[config.mk]
export PLATFORM = sky130hd
export DESIGN_NAME = nes_joypad_port
export DESIGN_NICKNAME = d
export VERILOG_FILES = /design/src/rtl/nes_joypad_port.sv
export SDC_FILE = /design/constraint.sdc
export NUM_CORES = 1
export LEC_CHECK = 0
export ABC_CLOCK_PERIOD_IN_PS = 5570
export BUFFER_PORTS_ARGS = -buffer_cell sky130_fd_sc_hd__buf_2
export CAP_MARGIN = 25
export CORE_MARGIN = 3
export CORE_UTILIZATION = 43
export CTS_BUF_LIST = sky130_fd_sc_hd__clkbuf_4
export CTS_CLUSTER_DIAMETER = 150
export DETAILED_ROUTE_END_ITERATION = 16
export PLACE_DENSITY = 0.63
export SYNTH_ARGS = -nofsm -noshare
export SYNTH_HDL_FRONTEND = slang
export SYNTH_SLANG_ARGS = --single-unit
export TNS_END_PERCENT = 10
[constraint.sdc]
create_clock -name clk_i -period 5.57 [get_ports clk_i]
set_clock_uncertainty 0.15 [all_clocks]
set_input_delay 0.8355 -clock clk_i [delete_from_list [all_inputs] [get_ports clk_i]]
set_output_delay 0.8355 -clock clk_i [all_outputs]
set_load 0.1 [all_outputs]
[src/rtl/nes_joypad_port.sv]
// nes_joypad_port: one NES controller port fed by the two dualshock receive bytes.
// The raw active-low bytes are debounced, mapped into NES button order with turbo
// A/B from triangle/square, and presented as the $4016/$4017 serial shift port.
//
// Ports:
//   clk_i          system clock, rising edge
//   reset_i        asynchronous active-high reset
//   raw_b0_i       dualshock byte 1, active-low {L,D,R,U,St,R3,L3,Se}
//   raw_b1_i       dualshock byte 2, active-low {Sq,X,O,Tri,R1,L1,R2,L2}
//   loader_btn_i   injected buttons, active-high, NES order, ORed in at latch
//   strobe_i       NES strobe level; while high the shift register reloads
//   joy_clk_i      NES read clock; falling edge shifts the next bit out
//   dout_o         serial button bit to the CPU
//   btn_state_o    filtered NES button byte {R,L,D,U,Start,Select,B,A}, active-high
//   read_count_o   bits shifted since last strobe, saturates at 8
module nes_joypad_port #(
  parameter int unsigned CLK_FREQ    = 21_477_272,
  parameter int unsigned TURBO_HZ    = 15,
  parameter int unsigned HALF_PERIOD = CLK_FREQ / (2 * TURBO_HZ)
) (
  input  logic       clk_i,
  input  logic       reset_i,
  input  logic [7:0] raw_b0_i,
  input  logic [7:0] raw_b1_i,
  input  logic [7:0] loader_btn_i,
  input  logic       strobe_i,
  input  logic       joy_clk_i,
  output logic       dout_o,
  output logic [7:0] btn_state_o,
  output logic [3:0] read_count_o
);

  localparam int unsigned CntW = (HALF_PERIOD > 1) ? $clog2(HALF_PERIOD) : 1;
  localparam logic [CntW-1:0] CntLast = CntW'(HALF_PERIOD - 1);

  // Two-stage sampler plus a filter register per byte.
  logic [7:0] s1_b0_q, s2_b0_q, filt_b0_q;
  logic [7:0] s1_b1_q, s2_b1_q, filt_b1_q;

  logic [CntW-1:0] cnt_q, cnt_d;
  logic            phase_q, phase_d;
  logic [7:0]      btn_q, btn_d;
  logic [7:0]      sh_q, sh_d;
  logic [3:0]      rd_cnt_q, rd_cnt_d;
  logic            dout_q;
  logic            joy_clk_q;

  logic held_a, held_b, turbo_a, turbo_b, fall;

  // Buttons the NES has no use for.
  logic unused_bits;
  assign unused_bits = ^{filt_b0_q[2:1], filt_b1_q[3:0]};

  assign held_a  = ~filt_b1_q[4];
  assign held_b  = ~filt_b1_q[7];
  assign turbo_a = held_a & phase_q;
  assign turbo_b = held_b & phase_q;
  assign fall    = joy_clk_q & ~joy_clk_i;

  // Turbo phase only runs while a turbo button is held; release restarts it
  // so the next press asserts immediately.
  always_comb begin
    cnt_d   = cnt_q;
    phase_d = phase_q;
    if (!(held_a || held_b)) begin
      cnt_d   = '0;
      phase_d = 1'b1;
    end else if (cnt_q == CntLast) begin
      cnt_d   = '0;
      phase_d = ~phase_q;
    end else begin
      cnt_d = cnt_q + CntW'(1);
    end
  end

  // O is A, X is B.
  always_comb begin
    btn_d = {~filt_b0_q[5], ~filt_b0_q[7], ~filt_b0_q[6], ~filt_b0_q[4],
             ~filt_b0_q[3], ~filt_b0_q[0], ~filt_b1_q[6] | turbo_b,
             ~filt_b1_q[5] | turbo_a};
  end

  // Strobe wins over a coincident fall. Ones shift in so an over-read returns 1.
  always_comb begin
    sh_d     = sh_q;
    rd_cnt_d = rd_cnt_q;
    if (strobe_i) begin
      sh_d     = btn_q | loader_btn_i;
      rd_cnt_d = 4'd0;
    end else if (fall) begin
      sh_d = {1'b1, sh_q[7:1]};
      if (rd_cnt_q < 4'd8) rd_cnt_d = rd_cnt_q + 4'd1;
    end
  end

  always_ff @(posedge clk_i or posedge reset_i) begin
    if (reset_i) begin
      s1_b0_q   <= 8'hFF;
      s2_b0_q   <= 8'hFF;
      filt_b0_q <= 8'hFF;
      s1_b1_q   <= 8'hFF;
      s2_b1_q   <= 8'hFF;
      filt_b1_q <= 8'hFF;
      cnt_q     <= '0;
      phase_q   <= 1'b1;
      btn_q     <= 8'h00;
      sh_q      <= 8'h00;
      rd_cnt_q  <= 4'd0;
      dout_q    <= 1'b0;
      joy_clk_q <= 1'b0;
    end else begin
      s1_b0_q <= raw_b0_i;
      s2_b0_q <= s1_b0_q;
      s1_b1_q <= raw_b1_i;
      s2_b1_q <= s1_b1_q;
      // Accept a byte only once it has been stable over two samples.
      if (s1_b0_q == s2_b0_q) filt_b0_q <= s2_b0_q;
      if (s1_b1_q == s2_b1_q) filt_b1_q <= s2_b1_q;
      cnt_q     <= cnt_d;
      phase_q   <= phase_d;
      btn_q     <= btn_d;
      sh_q      <= sh_d;
      rd_cnt_q  <= rd_cnt_d;
      dout_q    <= sh_q[0];
      joy_clk_q <= joy_clk_i;
    end
  end

  assign dout_o       = dout_q;
  assign btn_state_o  = btn_q;
  assign read_count_o = rd_cnt_q;

endmodule

==> impl_metrics.tcl, run 1 <==
set metrics [dict create \
    place_congestion 0.772 \
    hold_buffers 0 \
    multi_input_area_um2 1070 \
    crit_family "buffers and inverters" \
    hpwl_mm 3.68 \
    fillers 670 \
    critPathKind "flip-flop to output port" \
    fmax_ghz 0.437 \
    fin_crit_sh 0.411 \
    grt.overflow.total 0 \
    clk_latency_ns 0.43 \
    crit_buf_inv 1 \
    use_met3 0.0369 \
    fin_setup_tns_ns 0 \
    clockBufferDepth 2 \
    drc_errors 0 \
    cts_root_buf "clkbuf_4" \
    use_met2 0.191 \
    chipWidth_um 93.9 \
    path_clk_slew_ns 0.13 \
    finalNetCount 342 \
    track_usage 0.133 \
    cp-end-kind "output port" \
    ys.flop_type "dfstp_2" \
    wire_per_inst_um 13.0 \
    met1_usage 0.183 \
    pre_cts_ws_ns 3.13 \
    period_needed_ns 2.29 \
    rsz0062_at_grt "no" \
    viasPerCell 4.85 \
    grt_pass1_wl_mm 9.03 \
    setup_viol 0 \
    grt_pass1_vias 1955 \
    final_cells 415 \
    max-cap-violations 0 \
    routed_wl_mm 5.39 \
    dieArea_um2 8820 \
    min_path_type "flip-flop to flip-flop" \
    path_cells "buf_2" \
    initial_utilization 0.451 \
    cts_setup_buffers 0 \
    htreeDepth 3 \
    avgSynthCellArea_um2 12.6 \
    yosysUniqueCellTypes 31 \
    critical_path.max_fanout 4 \
    coreArea_um2 7370 \
    drive_gt1_frac 0.354 \
    grt_antenna_before_repair 0 \
    dpl.cell_count 399 \
    post-route-util 0.509 \
    io_pins 41 \
    clock_sinks 85 \
    final_max_slew_viol_count 0 \
    worst_slew_pin_slew_ns 1.02 \
    cts_tree "done" \
    cp_data_required_time_ns 4.58 \
    synth_edf_count 0 \
    status "complete, no violations" \
    die_h_um 93.9 \
    hold_ws_ns 0.222 \
    dr.pass1.iters 4 \
    total_power_mw 1.31 \
    relSlewSlack 0.320 \
    hold_violations 0 \
    startpoint_type "flip-flop" \
    port_buffers 40 \
    power_density_nw_per_um2 348 \
    design_area_um2 3750 \
    fin_ws_ns 3.28 \
    syn-instance-count 264 \
    slowest_delay_ns 0.45 \
    seq_area_frac_synth 0.656 \
    synth-seq-cells 85 \
    numCtsBuffers 9 \
    slowest_stage "buf_2" \
    seqCellArea_um2 2180 \
    n_antenna_cell 0 \
    drt_iter0_markers 86 \
    placementRows 31 \
    critPathArrivalTime_ns 1.30 \
    placed_area_um2 3630 \
    synthesis.nets 295 \
    ir_worst_vdd_mv 0.168 \
    total_leakage_power_nw 1.55 \
    busiest_layer "met2" \
    syn_area_um2 3320 \
    grt_max_degree 53 \
    async_flop_share 1.00 \
    synthToLayoutAreaGrowth_pct 12.9 \
    cts_resized 0 \
    ant_nets 0 \
    num_vias 2011 \
    yosys_warnings 0 \
]
==> power breakdown <==
| part | internal [mW] | total (mW) | leakage (nW) | switching (mW) |
|---|---|---|---|---|
| Combinational | 0.0774 | 0.238 | 0.544 | 0.160 |
| Sequential | 0.703 | 0.766 | 0.941 | 0.0634 |
| Clock | 0.0927 | 0.302 | 0.0643 | 0.209 |
==> worst register-to-register path: stages, from the launching register on <==
cell,delay [ns]
dfrtp_1,0.45
nor4b_1,0.35
nand3_1,0.18
o21ai_2,0.68
nor2_1,0.12
==> layout by cell type, fill, tap and decap left out, drive strengths merged, types with 2 or more instances in the layout <==
cell	Yosys	routed
dfrtp	42	42
xnor2	10	10
buf	0	41
nor3	3	3
nor2	30	30
dfstp	43	43
clkbuf	5	9
nor2b	8	8
or3	5	5
mux2	10	10
nor4	7	7
mux2i	2	2
xor2	21	21
nor4b	2	2
nand3	7	7
a211oi	7	7
clkinv	0	5
nor4bb	2	2
nand4	7	7
o21ai	8	8
ha	3	3
nor3b	2	2
inv	13	14
a21oi	12	12
and3	3	3
nand2	8	8
==> kinds of logic after synthesis <==
family,synth area share
AND/OR/NAND/NOR,0.138
buffers and inverters,0.0207
flip-flops,0.656
XOR/XNOR,0.0817
adder cells (fa/ha/maj),0.0113
AO/OA/AOI/OAI,0.0516
multiplexers,0.0399
==> flip-flops by register name, summed over array words and instances, names as in the netlist <==
register / flops
filt_b0_q: 6
joy_clk_q: 1
s1_b1_q: 8
s2_b1_q: 8
s1_b0_q: 8
cnt_q: 20
sh_q: 8
s2_b0_q: 8
filt_b1_q: 4
phase_q: 1
dout_o: 1
read_count_o: 4
btn_state_o: 8
==> layout make-up <==
class,count,share of cell area
clock buffer,9,0.0180
clock inverter,7,0.0130
inverter,13,0.0133
multi-input combinational,161,0.286
sequential,85,0.581
tap,99,0.0330
timing repair buffer,41,0.0554
==> synth_stat cells (all sizes together) (5+ instances only) <==
library cell | number | area, um2
nand4 | 7 | 43.8
xnor2 | 10 | 87.6
a211oi | 7 | 52.6
dfstp | 43 | 1130
nor2 | 30 | 113
dfrtp | 42 | 1050
nand3 | 7 | 47.6
nor2b | 8 | 50.1
clkbuf | 5 | 20.0
a21oi | 12 | 60.1
xor2 | 21 | 184
or3 | 5 | 31.3
nor4 | 7 | 43.8
mux2 | 10 | 113
inv | 13 | 48.8
o21ai | 8 | 43.8
nand2 | 8 | 30.0
==> final timing paths <==
path                                 startpoint         endpoint  slack, ns  cells past startpoint
worst max-delay path            read_count_o[0]  read_count_o[0]       3.28                      1
worst max register to register        cnt_q[16]         cnt_q[2]       3.49                      4
worst min-delay path                 s1_b1_q[4]       s2_b1_q[4]       0.22                      0
worst min register to register       s1_b1_q[4]       s2_b1_q[4]       0.22                      0
min in group asynchronous               reset_i         cnt_q[4]       0.28                      2
max in group asynchronous               reset_i   btn_state_o[2]       3.97                      3
==> per-layer routing <==
metal  vias to the layer above  routed length (um)  share of wire
li1                        999                   -              -
met4                         0                 109          0.020
met3                        11                 219          0.041
met5                         -                   0              0
met2                        33                2430           0.45
met1                       968                2630           0.49
Power figures use the tool's default switching activity.
==> inputs of run 2 (changes only) <==
Settings changed: ABC_AREA set to 1, ABC_CLOCK_PERIOD_IN_PS 5570 to 2250.
Clock period 5.57 ns to 2.25 ns, I/O delays scaled along.
==> impl_metrics.tcl, run 2 <==
set metrics [dict create \
    status "complete, no violations" \
    total_power_mw 3.53 \
    cts_root_buf "clkbuf_4" \
    chipWidth_um 96.4 \
    cts_tree "done" \
    synthMuxAreaShare 0 \
    critPathArrivalTime_ns 1.30 \
    hold_violations 0 \
    synth_fa_ha_area_frac 0.0107 \
    grt_antenna_before_repair 0 \
    clockBufferDepth 2 \
    r2r_setup_slack_ns 0.66 \
    worst_slew_pin_slew_ns 0.611 \
    die_h_um 96.4 \
    slowest_delay_ns 0.45 \
    synth_top_area_share 0.322 \
    n_antenna_cell 0 \
    yosys-top-cells-count "70 x nand2_1, 43 x dfstp_2, 42 x dfrtp_1, 40 x nor2_1" \
    port_buffers 40 \
    setup_viol 0 \
    num_vias 2407 \
    synth_area_leaders "dfstp_2 32%, dfrtp_1 30%, nand2_1 7.5%" \
    avgSynthCellArea_um2 10.3 \
    initial_utilization 0.450 \
    slowest_stage "buf_2" \
    synth_most_common_cell "nand2_1" \
    dieArea_um2 9290 \
    period_needed_ns 1.79 \
    pre_cts_ws_ns 0.705 \
    drt_iter0_markers 78 \
    viasPerCell 4.64 \
    cp_data_required_time_ns 1.76 \
    async_flop_share 1.00 \
    post-route-util 0.542 \
    io_pins 41 \
    path_clk_slew_ns 0.13 \
    synth-seq-cells 85 \
    final_max_slew_viol_count 0 \
    critical_path.max_fanout 5 \
    path_cells "buf_2" \
    cts_setup_buffers 0 \
    min_path_type "primary input to flip-flop" \
    startpoint_type "flip-flop" \
    syn_area_um2 3510 \
    seq_area_frac_synth 0.621 \
    cts_resized 0 \
    fin_setup_tns_ns 0 \
    hold_buffers 18 \
    largest_reg_flops 20 \
    max-cap-violations 0 \
    synthSimpleGateAreaFrac 0.222 \
    yosysUniqueCellTypes 27 \
    ys.flop_type "dfstp_2" \
    synth_edf_count 0 \
    finalNetCount 444 \
    cp-end-kind "output port" \
    crit_family "buffers and inverters" \
    fillers 695 \
    dr.pass1.iters 4 \
    grt.overflow.total 0 \
    grt_pass1_wl_mm 10.8 \
    hpwl_mm 4.47 \
    grt_max_degree 28 \
    coreArea_um2 7810 \
    crit_buf_inv 1 \
    synth_top_cell_by_area "dfstp_2" \
    final_cell_mix "70 x nand2_1, 43 x dfstp_2, 42 x dfrtp_1" \
    fin_ws_ns 0.465 \
    rsz0062_at_grt "no" \
    drive_gt1_frac 0.312 \
    power_density_nw_per_um2 833 \
    wire_per_inst_um 11.9 \
    track_usage 0.154 \
    critPathKind "flip-flop to output port" \
    htreeDepth 3 \
    synth_compound_area_frac 0.0438 \
    routed_wl_mm 6.16 \
    yosys.area_share.xor_xnor 0.0673 \
    grt_pass1_vias 2441 \
    clock_sinks 85 \
    yosys_warnings 0 \
    drc_errors 0 \
    fmax_ghz 0.560 \
    top_register "cnt_q" \
    synth_top_family_by_area "simple AND/OR/NAND/NOR gates" \
    clk_latency_ns 0.42 \
    placementRows 32 \
    numCtsBuffers 9 \
    final_common_cell "nand2_1" \
    relSlewSlack 0.592 \
    place_congestion 0.879 \
    synthToLayoutAreaGrowth_pct 20.5 \
    ant_nets 0 \
    fin_crit_sh 0.794 \
    synthesis.nets 372 \
    syn-instance-count 341 \
    ir_worst_vdd_mv 0.610 \
    total_leakage_power_nw 1.82 \
]
[run 2: cell types whose count changed in the layout (fill, tap and decap cells not counted), moves of 14 or more]
cell / change
dlygate4sd3_1: +18
inv_1: +14
nand2_1: +62
nand3_1: +21
xor2_1: -15
[run 2: worst register-to-register path, stage by stage (launching register included)]
cell	delay (ns)
dfrtp_1	0.41
ha_1	0.21
nand2_2	0.09
nor2_4	0.13
nand2_2	0.12
nor2_2	0.15
nand3_1	0.10
nand3_1	0.07
nor2_1	0.05
[run 2: cells by family (layout without fill, tap and decap cells)]
logic type | count (synthesis) | in the layout
simple gates | 167 | 167
flops | 85 | 85
buf+inv | 33 | 109
xor+xnor | 27 | 27
compound gates | 26 | 26
fa+ha+maj | 3 | 3
[run 2: path summary, 6_finish.rpt]
path | startpoint | to | cells after the start
max | read_count_o[0] | read_count_o[0] | 1
min | loader_btn_i[4] | sh_q[4] | 3
max reg2reg | cnt_q[1] | cnt_q[18] | 8
min reg2reg | s1_b1_q[1] | s2_b1_q[1] | 0
max in group asynchronous | reset_i | s1_b0_q[1] | 4
min in group asynchronous | reset_i | cnt_q[15] | 3
[run 2: cell type report]
class	instances	area (um2)	share of cell area
multi-input cells	223	1210	0.285
flip-flops and latches	85	2180	0.515
repair buffers	61	428	0.101
clock inverters	6	93.8	0.0222
inverters	33	128	0.0302
clock buffers	9	67.6	0.0160
well taps	102	128	0.0302
[run 2: where the power goes]
| part | leakage (nW) | internal, mW | total (mW) | switching [mW] |
|---|---|---|---|---|
| combinational | 0.781 | 0.222 | 0.667 | 0.444 |
| sequential | 0.950 | 1.74 | 1.88 | 0.135 |
| clock | 0.0887 | 0.459 | 0.985 | 0.526 |
[run 2: metrics by stage]
stage	hold slack [ns]	area (um2)	instances
5_1_grt	0.00352	4230	519
3_5_place_dp	0.215	3890	486
2_1_floorplan	0.192	3520	341
6_report	0.0370	4230	519
3_3_place_gp	0.212	3890	486
4_1_cts	0.00670	4230	519
[run 2: metal layers]
metal,wire length [um],share of wire,vias up,global-route usage
met4,146,0.024,0,0.0759
li1,-,-,1229,-
met1,2730,0.44,1115,0.182
met5,0,0,-,0
met2,3030,0.49,52,0.256
met3,252,0.041,11,0.0434
==> inputs of run 3 (changes only) <==
Settings changed: ABC_CLOCK_PERIOD_IN_PS 2250 to 1460, PLACE_DENSITY 0.63 to 0.65.
Clock period 2.25 ns to 1.46 ns, I/O delays scaled along.
==> impl_metrics.tcl, run 3 (same netlist as run 2, synthesis figures left out) <==
set metrics [dict create \
    hold_violations 0 \
    htreeDepth 3 \
    drc_errors 0 \
    initial_utilization 0.450 \
    placementRows 32 \
    fin_ws_ns -0.0537 \
    post-route-util 0.587 \
    ir_worst_vdd_mv 0.825 \
    clockBufferDepth 2 \
    routed_wl_mm 6.55 \
    clock_sinks 85 \
    max-cap-violations 0 \
    fin_crit_sh 1.04 \
    drive_gt1_frac 0.346 \
    grt_antenna_before_repair 0 \
    num_vias 2492 \
    grt_pass1_vias 2450 \
    total_power_mw 5.36 \
    hpwl_mm 4.37 \
    cts_tree "done" \
    seqCellArea_um2 2180 \
    critical_path.max_fanout 4 \
    clk_latency_ns 0.44 \
    cp_data_required_time_ns 1.62 \
    cts_setup_buffers 0 \
    startpoint_type "flip-flop" \
    status "complete, but fails checks" \
    path_clk_slew_ns 0.13 \
    fmax_ghz 0.661 \
    critPathKind "flip-flop to flip-flop" \
    port_buffers 40 \
    synthToLayoutAreaGrowth_pct 30.4 \
    setup_viol 11 \
    min_path_type "flip-flop to flip-flop" \
    top_register "cnt_q" \
    relSlewSlack 0.714 \
    final_max_slew_viol_count 0 \
    die_h_um 96.4 \
    viasPerCell 4.62 \
    finalNetCount 463 \
    io_pins 41 \
    coreArea_um2 7810 \
    final_cell_mix "69 x nand2_1, 43 x dfstp_2, 39 x dfrtp_1" \
    grt_max_degree 86 \
    grt.overflow.total 0 \
    cts_root_buf "clkbuf_4" \
    total_leakage_power_nw 1.97 \
    dieArea_um2 9290 \
    grt_pass1_wl_mm 11.2 \
    multi_input_area_um2 1250 \
    hold_ws_ns 0.231 \
    rsz0062_at_grt "yes" \
    worst_slew_pin_slew_ns 0.429 \
    track_usage 0.160 \
    n_antenna_cell 0 \
    drt_iter0_markers 94 \
    final_common_cell "nand2_1" \
    violations "setup timing" \
    cp-end-kind "flip-flop" \
    chipWidth_um 96.4 \
    power_density_nw_per_um2 1170 \
    fillers 656 \
    place_congestion 0.841 \
    wire_per_inst_um 12.2 \
    dr.pass1.iters 4 \
    ant_nets 0 \
    period_needed_ns 1.51 \
    numCtsBuffers 9 \
    largest_reg_flops 20 \
    critPathArrivalTime_ns 1.68 \
    fin_setup_tns_ns -0.222 \
]
## run 3: cell count changes in the layout (fill, tap and decap cells not counted), sizes merged
cell	previous run	this run
buf	43	53
clkinvlp	1	2
dlygate4sd3	18	27
clkbuf	9	10
inv	33	34
bufinv	2	0
## run 3: critical path, cell delays in order, from the launching register on
cell	delay, ns
dfrtp_1	0.42
ha_2	0.21
nand2_2	0.07
nor2_4	0.12
buf_4	0.13
nand3_1	0.09
o22ai_2	0.17
nor2_1	0.06
## run 3: metal layers
metal  GRT usage  wire length, um  vias to the layer above
met4      0.0631              102                        0
met5           0                0                        -
met2       0.264             3380                       37
met3      0.0488              217                       10
met1       0.198             2850                     1181
li1            -                -                     1264
## run 3: layout make-up
cell class / instances / share of cell area
Clock buffer: 10 / 0.0164
Inverter: 33 / 0.0279
Sequential cell: 85 / 0.477
Clock inverter: 6 / 0.00956
Tap cell: 102 / 0.0279
Multi-Input combinational cell: 223 / 0.274
Timing Repair Buffer: 80 / 0.167
## run 3: path summary, 6_finish.rpt
path,end,cells past startpoint,start,slack [ns]
max,cnt_q[10],7,cnt_q[0],-0.05
min,s2_b0_q[3],0,s1_b0_q[3],0.23
max reg2reg,cnt_q[10],7,cnt_q[0],-0.05
min reg2reg,s2_b0_q[3],0,s1_b0_q[3],0.23
max in group asynchronous,phase_q,4,reset_i,0.49
min in group asynchronous,cnt_q[18],4,reset_i,0.33
## run 3: what timing repair did
action,4_1_cts,5_1_grt
pin swaps,2,4
endpoints found under the setup margin,28,41
resized for setup,12,21
endpoints found under the hold margin,68,0
hold buffers,27,0
## run 3: metrics by stage
step / std cells / cell area [um2] / setup slack [ns]
after floorplan: 341 / 3520 / -0.355
after global placement: 496 / 4070 / -0.00163
after detailed placement: 496 / 4070 / -0.0487
after CTS: 539 / 4500 / -0.0452
after global routing: 539 / 4580 / -0.138
final: 539 / 4580 / -0.0537
## run 3: where the power goes
group	switching, mW	internal (mW)
combinational	0.717	0.529
sequential	0.239	2.68
clock	0.808	0.383
total	1.76	3.60
